<file path="src/rtl/rob_if.sv">
// Reorder buffer bus: rename-stage dispatch, CDB completion, branch rollback,
// and the retire / free-list return path. Master = rename/FL side, slave = ROB.
interface rob_if #(
  parameter int NUM_ROB  = 8,
  parameter int NUM_PR   = 64,
  parameter int NUM_FL   = 32,
  parameter int NUM_ARCH = 32
);
  localparam int RW = $clog2(NUM_ROB);
  localparam int PW = $clog2(NUM_PR);
  localparam int FW = $clog2(NUM_FL);
  localparam int AW = $clog2(NUM_ARCH);

  logic          dispatch_en;
  logic [AW-1:0] dispatch_dest;
  logic [PW-1:0] dispatch_T;
  logic [PW-1:0] dispatch_T_old;
  logic [FW-1:0] dispatch_FL_idx;
  logic          complete_en;
  logic [RW-1:0] complete_rob_idx;
  logic          rollback_en;
  logic [RW-1:0] rollback_rob_idx;

  logic          rob_valid;
  logic [RW-1:0] rob_idx;
  logic          retire_en;
  logic [AW-1:0] retire_dest;
  logic [PW-1:0] retire_T;
  logic [PW-1:0] T_old_idx;
  logic [FW-1:0] FL_rollback_idx;

  modport master (
    output dispatch_en, dispatch_dest, dispatch_T, dispatch_T_old, dispatch_FL_idx,
           complete_en, complete_rob_idx, rollback_en, rollback_rob_idx,
    input  rob_valid, rob_idx, retire_en, retire_dest, retire_T, T_old_idx,
           FL_rollback_idx
  );

  modport slave (
    input  dispatch_en, dispatch_dest, dispatch_T, dispatch_T_old, dispatch_FL_idx,
           complete_en, complete_rob_idx, rollback_en, rollback_rob_idx,
    output rob_valid, rob_idx, retire_en, retire_dest, retire_T, T_old_idx,
           FL_rollback_idx
  );
endinterface

</file>
<file path="src/rtl/rob.sv">
// Reorder buffer for the rename pipeline. Circular buffer with head (oldest),
// tail (next free slot) and an occupancy count that can reach NUM_ROB.
// Retire and rollback outputs are combinational from registered state.
// Optional macro ROB_DEBUG_EN adds rob_head/rob_tail/rob_count observation ports.
module rob #(
  parameter int NUM_ROB  = 8,
  parameter int NUM_PR   = 64,
  parameter int NUM_FL   = 32,
  parameter int NUM_ARCH = 32
) (
  input  logic clock,
  input  logic reset,
  rob_if.slave bus
`ifdef ROB_DEBUG_EN
  ,
  output logic [$clog2(NUM_ROB)-1:0] rob_head,
  output logic [$clog2(NUM_ROB)-1:0] rob_tail,
  output logic [$clog2(NUM_ROB):0]   rob_count
`endif
);
  localparam int RW = $clog2(NUM_ROB);
  localparam int PW = $clog2(NUM_PR);
  localparam int FW = $clog2(NUM_FL);
  localparam int AW = $clog2(NUM_ARCH);
  localparam logic [RW:0] FULL = (RW+1)'(NUM_ROB);

  logic [RW-1:0]      head_q, head_d;
  logic [RW-1:0]      tail_q, tail_d;
  logic [RW:0]        count_q, count_d;
  logic [NUM_ROB-1:0] valid_q, valid_d;
  logic [NUM_ROB-1:0] complete_q, complete_d;
  logic [AW-1:0]      dest_q  [NUM_ROB];
  logic [PW-1:0]      t_q     [NUM_ROB];
  logic [PW-1:0]      t_old_q [NUM_ROB];
  logic [FW-1:0]      fl_q    [NUM_ROB];

  logic               rob_free;
  logic               do_disp;
  logic               do_ret;
  logic               rb_ok;
  logic [RW-1:0]      rb_nxt;
  logic [RW-1:0]      rb_off;
  logic               rb_younger;
  logic [NUM_ROB-1:0] squash;

  // Control decode: dispatch/retire qualification and rollback squash mask.
  // An entry is younger than the branch when its distance from head exceeds
  // the branch's distance from head; this handles wrap without extra state.
  always_comb begin
    rob_free   = (count_q != FULL);
    do_disp    = bus.dispatch_en && rob_free && !bus.rollback_en;
    do_ret     = valid_q[head_q] && complete_q[head_q] && !bus.rollback_en;
    rb_ok      = bus.rollback_en && valid_q[bus.rollback_rob_idx];
    rb_nxt     = bus.rollback_rob_idx + RW'(1);
    rb_off     = bus.rollback_rob_idx - head_q;
    // With a full ROB, rb_nxt can wrap onto head (older), so exclude tail slot.
    rb_younger = (rb_nxt != tail_q) && valid_q[rb_nxt];
    squash     = '0;
    for (int i = 0; i < NUM_ROB; i++) begin
      squash[i] = rb_ok && valid_q[i] && ((RW'(i) - head_q) > rb_off);
    end
  end

  // Next-state for pointers, occupancy and per-entry status bits.
  always_comb begin
    valid_d    = valid_q;
    complete_d = complete_q;
    if (bus.complete_en && valid_q[bus.complete_rob_idx] && !squash[bus.complete_rob_idx]) begin
      complete_d[bus.complete_rob_idx] = 1'b1;
    end
    if (do_ret) begin
      valid_d[head_q]    = 1'b0;
      complete_d[head_q] = 1'b0;
    end
    if (do_disp) begin
      valid_d[tail_q]    = 1'b1;
      complete_d[tail_q] = 1'b0;
    end
    for (int i = 0; i < NUM_ROB; i++) begin
      if (squash[i]) begin
        valid_d[i]    = 1'b0;
        complete_d[i] = 1'b0;
      end
    end
    head_d = head_q + RW'(do_ret);
    if (rb_ok) begin
      tail_d  = rb_nxt;
      count_d = {1'b0, rb_off} + (RW+1)'(1);
    end else begin
      tail_d  = tail_q + RW'(do_disp);
      count_d = count_q + (RW+1)'(do_disp) - (RW+1)'(do_ret);
    end
  end

  // State registers and entry payload written at the tail on dispatch.
  always_ff @(posedge clock or negedge reset) begin
    if (!reset) begin
      head_q     <= '0;
      tail_q     <= '0;
      count_q    <= '0;
      valid_q    <= '0;
      complete_q <= '0;
      for (int i = 0; i < NUM_ROB; i++) begin
        dest_q[i]  <= '0;
        t_q[i]     <= '0;
        t_old_q[i] <= '0;
        fl_q[i]    <= '0;
      end
    end else begin
      head_q     <= head_d;
      tail_q     <= tail_d;
      count_q    <= count_d;
      valid_q    <= valid_d;
      complete_q <= complete_d;
      if (do_disp) begin
        dest_q[tail_q]  <= bus.dispatch_dest;
        t_q[tail_q]     <= bus.dispatch_T;
        t_old_q[tail_q] <= bus.dispatch_T_old;
        fl_q[tail_q]    <= bus.dispatch_FL_idx;
      end
    end
  end

  assign bus.rob_valid       = rob_free;
  assign bus.rob_idx         = tail_q;
  assign bus.retire_en       = do_ret;
  assign bus.retire_dest     = do_ret ? dest_q[head_q]  : '0;
  assign bus.retire_T        = do_ret ? t_q[head_q]     : '0;
  assign bus.T_old_idx       = do_ret ? t_old_q[head_q] : '0;
  // Nothing younger allocated means the FL head is still the live one.
  assign bus.FL_rollback_idx = !rb_ok     ? '0 :
                               rb_younger ? fl_q[rb_nxt] : bus.dispatch_FL_idx;

`ifdef ROB_DEBUG_EN
  assign rob_head  = head_q;
  assign rob_tail  = tail_q;
  assign rob_count = count_q;
`endif
endmodule

</file>
<file path="src/flat_wrapper.sv">
// flat-port wrapper written by rule: the top's interface ports become plain ports
module rob_flat 
#(
  parameter int NUM_ROB  = 8,
  parameter int NUM_PR   = 64,
  parameter int NUM_FL   = 32,
  parameter int NUM_ARCH = 32
)
  (clock, reset, bus_dispatch_en, bus_dispatch_dest, bus_dispatch_T, bus_dispatch_T_old, bus_dispatch_FL_idx, bus_complete_en, bus_complete_rob_idx, bus_rollback_en, bus_rollback_rob_idx, bus_rob_valid, bus_rob_idx, bus_retire_en, bus_retire_dest, bus_retire_T, bus_T_old_idx, bus_FL_rollback_idx);
  rob_if #(.NUM_ROB(NUM_ROB), .NUM_PR(NUM_PR), .NUM_FL(NUM_FL), .NUM_ARCH(NUM_ARCH)) bus_i ();
  input  logic clock;
  input  logic reset;
  input wire logic [$bits(bus_i.dispatch_en)-1:0] bus_dispatch_en;
  input wire logic [$bits(bus_i.dispatch_dest)-1:0] bus_dispatch_dest;
  input wire logic [$bits(bus_i.dispatch_T)-1:0] bus_dispatch_T;
  input wire logic [$bits(bus_i.dispatch_T_old)-1:0] bus_dispatch_T_old;
  input wire logic [$bits(bus_i.dispatch_FL_idx)-1:0] bus_dispatch_FL_idx;
  input wire logic [$bits(bus_i.complete_en)-1:0] bus_complete_en;
  input wire logic [$bits(bus_i.complete_rob_idx)-1:0] bus_complete_rob_idx;
  input wire logic [$bits(bus_i.rollback_en)-1:0] bus_rollback_en;
  input wire logic [$bits(bus_i.rollback_rob_idx)-1:0] bus_rollback_rob_idx;
  output wire logic [$bits(bus_i.rob_valid)-1:0] bus_rob_valid;
  output wire logic [$bits(bus_i.rob_idx)-1:0] bus_rob_idx;
  output wire logic [$bits(bus_i.retire_en)-1:0] bus_retire_en;
  output wire logic [$bits(bus_i.retire_dest)-1:0] bus_retire_dest;
  output wire logic [$bits(bus_i.retire_T)-1:0] bus_retire_T;
  output wire logic [$bits(bus_i.T_old_idx)-1:0] bus_T_old_idx;
  output wire logic [$bits(bus_i.FL_rollback_idx)-1:0] bus_FL_rollback_idx;
  assign bus_i.dispatch_en = bus_dispatch_en;
  assign bus_i.dispatch_dest = bus_dispatch_dest;
  assign bus_i.dispatch_T = bus_dispatch_T;
  assign bus_i.dispatch_T_old = bus_dispatch_T_old;
  assign bus_i.dispatch_FL_idx = bus_dispatch_FL_idx;
  assign bus_i.complete_en = bus_complete_en;
  assign bus_i.complete_rob_idx = bus_complete_rob_idx;
  assign bus_i.rollback_en = bus_rollback_en;
  assign bus_i.rollback_rob_idx = bus_rollback_rob_idx;
  assign bus_rob_valid = bus_i.rob_valid;
  assign bus_rob_idx = bus_i.rob_idx;
  assign bus_retire_en = bus_i.retire_en;
  assign bus_retire_dest = bus_i.retire_dest;
  assign bus_retire_T = bus_i.retire_T;
  assign bus_T_old_idx = bus_i.T_old_idx;
  assign bus_FL_rollback_idx = bus_i.FL_rollback_idx;
  rob #(.NUM_ROB(NUM_ROB), .NUM_PR(NUM_PR), .NUM_FL(NUM_FL), .NUM_ARCH(NUM_ARCH)) u_core (.clock(clock), .reset(reset), .bus(bus_i));
endmodule
</file>
<file path="config.mk">
export PLATFORM = sky130hd
export DESIGN_NAME = rob_flat
export DESIGN_NICKNAME = d
export VERILOG_FILES = /design/src/rtl/rob_if.sv /design/src/rtl/rob.sv /design/src/flat_wrapper.sv
export SDC_FILE = /design/constraint.sdc
export NUM_CORES = 1
export LEC_CHECK = 0
export BUFFER_PORTS_ARGS = -buffer_cell sky130_fd_sc_hd__buf_2
export CAP_MARGIN = 30
export CORE_AREA = 2 2 135 137
export CTS_CLUSTER_SIZE = 25
export DETAILED_ROUTE_END_ITERATION = 7
export DIE_AREA = 0 0 137 139
export PLACE_DENSITY_LB_ADDON = 0.2
export SLEW_MARGIN = 5
export SYNTH_ARGS = -nofsm -noshare
export SYNTH_HDL_FRONTEND = slang
export SYNTH_SLANG_ARGS = --single-unit
export TNS_END_PERCENT = 1
</file>
<file path="constraint.sdc">
create_clock -name clock -period 3.5 [get_ports clock]
set_clock_uncertainty 0.15 [all_clocks]
set_input_delay 0.7 -clock clock [delete_from_list [all_inputs] [get_ports clock]]
set_output_delay 0.7 -clock clock [all_outputs]
set_load 0.005 [all_outputs]
</file>
==> impl_metrics.toml, run 1 <==
[cts]
numCtsBuffers = 22
cts-root-buf = "clkbuf_16"
h-tree-depth = 1
clk_path_buf_depth = 3
clk_latency_ps = 510
cts.sinks = 202
cts_tree = "done"
clkTransAtPathRegs_ps = 60
ctsHoldBuffers = 0

[run_status]
run_status = "finished, final reports clean"

[placed_design]
hpwlAfterDp_um = 14700
dp_slack_ps = 151
gp_congestion = 0.918
io_buffer_count = 59

[logic_synthesis]
syn_avg_cell_area_um2 = 13.5
ys_async_sr_fraction_pct = 100
synth_fp_nets = 824
yosysTopAreaCell = "dfrtp_1"
ys.flop_type = "dfrtp_1"
netlist_top_cells_area = "dfrtp_1 49%, mux2_2 16%, mux4_2 11%, mux2_1 3.4%, ha_1 3.1%"
syn_area_mm2 = 0.0103
synth_cells = 763
synth_warnings = 0
ys_ff_latch = 202
synth.yosys.seq_area_share_pct = 48.9
synth_cell_type_count = 61
synth_top_area_share_pct = 48.9
synth_edf_count = 0

[worst_setup_path]
crit_required_ps = 2650
worstSetupEndpointType = "output pin"
critPathArrivalTime_ps = 2500
crit_fanout = 24
critical_path_class = "flip-flop to output pin"
start_kind = "flip-flop"

[route]
num_vias = 6573
dr.pass1.iters = 5
ant_nets = 0
drtIter0Drc = 413
totalWireLength_um = 23500
via_per_inst = 6.11
drc_errors = 0
wire_per_inst_um = 21.8

[die]
core_area_mm2 = 0.0177
die_h_um = 139
io_pins = 60
dieArea_mm2 = 0.0190
placement_rows = 49
start_util_pct = 58.5
die_width_um = 137

[final_layout]
drive_above_1_share_pct = 41.1
fin_util_pct = 66.4
fillers = 1296
area_growth_pct = 13.5
nets = 892
antennaDiodeCount = 0

[timing]
worst_slack_ps = 151
layout_worst_path_cycle_share_pct = 95.7
finalHoldViolCount = 0
fin_crit_ps = 3350
timing.fmax_ghz = 0.299
whs_ps = 98.2
setup_viol_count_final = 0
setup_tns_ps = 0
slew_headroom_pct = 49.2
rsz0062_at_grt = "no"
tightestPinTransition_ps = 761
slew_viol_final = 0

[global_routing]
grt_max_degree = 90
grt.total_usage_pct = 25.7
grt_pass1_wl_um = 37900
antenna_found_initial = 0
grt_pass1_vias = 7119
grt-ovfl-total = 0

[pwr]
leakagePower_nw = 5.32
power.total_w = 0.0109
p_per_area_mw_per_mm2 = 931
vdd_ir_drop_max_mv = 0.480

[flow_run]
cap_violations = 0

[worst_hold_path]
hold_class = "input port to asynchronous set/reset pin"
cells in the final DEF (no fill, tap or decap), types with 4 or more instances in the layout:
master / n
dfrtp_1: 201
mux2_2: 148
nand2_1: 62
buf_2: 58
mux4_2: 49
a21oi_1: 31
mux2_1: 31
ha_1: 26
buf_4: 25
inv_1: 23
clkbuf_16: 22
nor2_1: 19
nand3_1: 11
o21ai_1: 8
o21ai_0: 6
mux2i_1: 6
clkinv_2: 6
nand2b_1: 5
xnor2_1: 5
a211oi_1: 5
nor2b_1: 5
a21o_1: 4
nand4_1: 4
bufinv_16: 4
cell families (layout without fill, tap and decap cells):
kind of cell,count (synthesis),count (layout),synth area share [%]
buffers and inverters,71,155,3.56
XOR/XNOR,11,11,1.15
AND/OR/NAND/NOR,139,139,7.23
multiplexers,234,234,30.8
adder cells (fa/ha/maj),32,32,3.94
AO/OA/AOI/OAI,74,74,4.44
flip-flops,202,202,48.9
worst paths after layout:
kind / cells past startpoint / to / from / slack [ps]
setup / recovery: 7 / bus_T_old_idx[2] / u_core.head_q[0] / 150
hold / removal: 1 / u_core.bus.rob_idx[2] / reset / 100
max in group asynchronous: 2 / u_core.t_old_q[12] / reset / 2260
hold reg to reg: 1 / u_core.dest_q[4] / u_core.dest_q[4] / 340
min in group clock: 1 / u_core.dest_q[4] / u_core.dest_q[4] / 340
setup reg to reg: 11 / u_core.complete_q[2] / u_core.head_q[0] / 380
state kept, by name, summed over array words and instances, names as in the netlist:
register	cells
u_core.t_q	48
u_core.valid_q	8
u_core.bus.rob_idx	3
u_core.count_q	4
u_core.dest_q	40
u_core.t_old_q	48
u_core.fl_q	40
u_core.complete_q	8
u_core.head_q	3
Yosys cell counts, drive strengths merged (2+ instances only):
| cell type | number |
|---|---|
| dfrtp | 202 |
| mux2 | 179 |
| nand2 | 64 |
| mux4 | 49 |
| buf | 33 |
| a21oi | 31 |
| ha | 26 |
| inv | 26 |
| nor2 | 20 |
| o21ai | 14 |
| clkbuf | 12 |
| nand3 | 12 |
| mux2i | 6 |
| xor2 | 6 |
| a211oi | 5 |
| nand2b | 5 |
| nand3b | 5 |
| nor2b | 5 |
| xnor2 | 5 |
| a21o | 4 |
| and2 | 4 |
| maj3 | 4 |
| nand4 | 4 |
| nor3 | 4 |
| nor3b | 4 |
| nor4 | 4 |
| a31oi | 3 |
| and3 | 3 |
| o211ai | 3 |
| and3b | 2 |
| fa | 2 |
| nor4b | 2 |
| o2111a | 2 |
| o2111ai | 2 |
| o41ai | 2 |
area by class of cell:
cell class / count / area, µm² / share of cell area (%)
well taps: 229 / 287 / 2.44
clock inverters: 14 / 190 / 1.62
inverters: 26 / 97.6 / 0.832
flip-flops and latches: 202 / 5060 / 43.1
multi-input cells: 490 / 4930 / 42.1
repair buffers: 89 / 574 / 4.90
clock buffers: 26 / 586 / 4.99
power by group:
part           internal (W)  leakage [nW]  switching, W
combinational       0.00237          2.43       0.00192
sequential          0.00345          2.51      0.000736
clock               0.00150         0.379      0.000944
stage by stage:
stage / cell area [µm²] / std cells
after floorplan: 10300 / 763
after global placement: 10900 / 1036
after detailed placement: 10900 / 1036
after CTS: 11700 / 1076
after global routing: 11700 / 1076
final: 11700 / 1076
repair_timing:
item	in CTS	in global routing
setup endpoints to repair	17	17
resized for setup	1	2
endpoints found under the hold margin	0	0
buffers inserted	0	0
critical path, cell delays in order, from the launching register on:
cell	delay (ps)
dfrtp_4	600
nand3_1	100
o21ai_0	110
mux4_2	510
nand2b_1	140
buf_6	270
a21oi_1	120
buf_2	150
layer usage:
metal | wire, µm | vias to the layer above | global-route usage, %
met5 | 0 | - | 0
met4 | 608 | 0 | 7.98
met3 | 1130 | 55 | 3.36
met2 | 11700 | 187 | 43.5
met1 | 10000 | 3418 | 34.6
li1 | - | 2913 | -
(Power assumes the default switching activity.)
==> inputs of run 2 (changes only) <==
CORE_AREA = 2 2 134 136   (was 2 2 135 137)
DIE_AREA = 0 0 136 138   (was 0 0 137 139)
MAX_ROUTING_LAYER = met4   (was unset)
clock period = 3.3 ns   (was 3.5 ns; I/O delays follow)
==> impl_metrics.toml, run 2 (same netlist as run 1, synthesis figures left out) <==
[placed_design]
io_buffer_count = 59
hpwlAfterDp_um = 14600
gp_congestion = 0.909
dp_slack_ps = -19.4
place_inst = 1041

[die]
dieArea_mm2 = 0.0188
die_h_um = 138
placement_rows = 49
io_pins = 60
core_area_mm2 = 0.0175
start_util_pct = 58.9
die_width_um = 136

[pwr]
p_per_area_mw_per_mm2 = 973
power_frac_clock_pct = 20.9
p_int_w = 0.00768
leakagePower_nw = 5.33
p_seq_share_pct = 38.4
vdd_ir_drop_max_mv = 0.396
switching_power_w = 0.00375
p_comb_share_pct = 40.7
switching_share_pct = 32.8

[final_layout]
drive_above_1_share_pct = 41.3
nets = 898
area_growth_pct = 13.8
stdcell_count = 1076
final_cell_mix = "201 x dfrtp_1, 148 x mux2_2, 62 x nand2_1, 58 x buf_2, 49 x mux4_2"
largest_registers = "u_core.t_old_q: 48 flops, u_core.t_q: 48 flops"
final_common_cell = "dfrtp_1"

[global_routing]
grt-ovfl-total = 0
antenna_found_initial = 1
grt_pass1_wl_um = 38400
grt.total_usage_pct = 26.9
grt_max_degree = 87
grt_pass1_vias = 7148

[timing]
worst_slack_ps = 82.9
finalHoldViolCount = 0
setup_tns_ps = 0
fin_crit_ps = 3220
tightestPinTransition_ps = 728
timing.fmax_ghz = 0.311
whs_ps = 49.2
layout_worst_path_cycle_share_pct = 97.5
rsz0062_at_grt = "no"
setup_viol_count_final = 0
slew_headroom_pct = 51.5
slew_viol_final = 0

[worst_setup_path]
regToRegSetupSlack_ps = 240
reg2reg_depth = 10
r2r-start = "u_core.head_q[0]"
critPathArrivalTime_ps = 2410
crit_start = "bus_rollback_rob_idx[0]"
start_kind = "input port"
worstSetupEndpointType = "output pin"
crit_required_ps = 2490
crit_fanout = 10
critical_path_class = "input port to output pin"
setup.worst_path.end = "bus_FL_rollback_idx[1]"
r2r-end = "u_core.valid_q[5]"

[run_status]
run_status = "finished, final reports clean"

[cts]
cts_tree = "done"
clkTransAtPathRegs_ps = 60
h-tree-depth = 1
clk_path_buf_depth = 3
clk_latency_ps = 500
cts-root-buf = "clkbuf_16"
cts.sinks = 202
numCtsBuffers = 23
postCtsSetupBuffers = 0

[worst_hold_path]
hold_class = "input port to asynchronous set/reset pin"

[route]
drtIter0Drc = 481
ant_nets = 0
dr.pass1.iters = 5
drc_errors = 0
via_per_inst = 6.17
num_vias = 6644
totalWireLength_um = 23700
wire_per_inst_um = 22.0

[flow_run]
cap_violations = 0
-- run 2: timing repair --
item,4_1_cts,5_1_grt
setup endpoints to repair,19,21
gates cloned,0,0
resized for setup,4,8
hold buffers,0,0
-- run 2: through the flow --
stage,power [W],util (%),instance area [µm²]
2_1_floorplan,0.00766,-,10300
3_3_place_gp,0.00866,62.7,11000
3_5_place_dp,0.00899,62.7,11000
4_1_cts,0.0115,66.8,11700
5_1_grt,0.0122,67.1,11800
6_report,0.0114,67.1,11800
-- run 2: cell type report --
cell class,instances,area [µm²]
Multi-Input combinational cell,490,4960
Sequential cell,202,5060
Inverter,26,97.6
Timing Repair Buffer,94,653
Fill cell,1287,5780
Antenna cell,1,2.50
Clock buffer,29,618
Tap cell,229,287
Clock inverter,5,78.8
-- run 2: routing by layer --
layer | routed length [µm] | part of all wire (%) | global-route usage [%]
met5 | 0 | 0 | -
met4 | 461 | 1.9 | 7.40
met3 | 1070 | 4.5 | 4.00
met2 | 12100 | 51 | 44.1
met1 | 10000 | 42 | 35.2
-- run 2: how the worst min path moves through the flow --
stage,end
floorplan,u_core.bus.rob_idx[0]
global placement,u_core.dest_q[28]
detailed placement,u_core.fl_q[35]
CTS,u_core.valid_q[2]
global route,u_core.count_q[2]
finish,u_core.count_q[2]
-- run 2: power groups by stage --
stage	combinational [W]	sequential, W	clock (W)
6_report	0.00465	0.00439	0.00239
5_1_grt	0.00510	0.00451	0.00256
4_1_cts	0.00465	0.00436	0.00245
3_5_place_dp	0.00460	0.00439	0
3_3_place_gp	0.00440	0.00426	0
2_1_floorplan	0.00354	0.00412	0
-- run 2: critical path, cell delays in order --
cell and delay [ps]:
buf_2 130, ha_4 300, mux4_2 510, o21ai_0 110, o21ai_1 100, buf_4 190
a211oi_1 240, buf_2 160
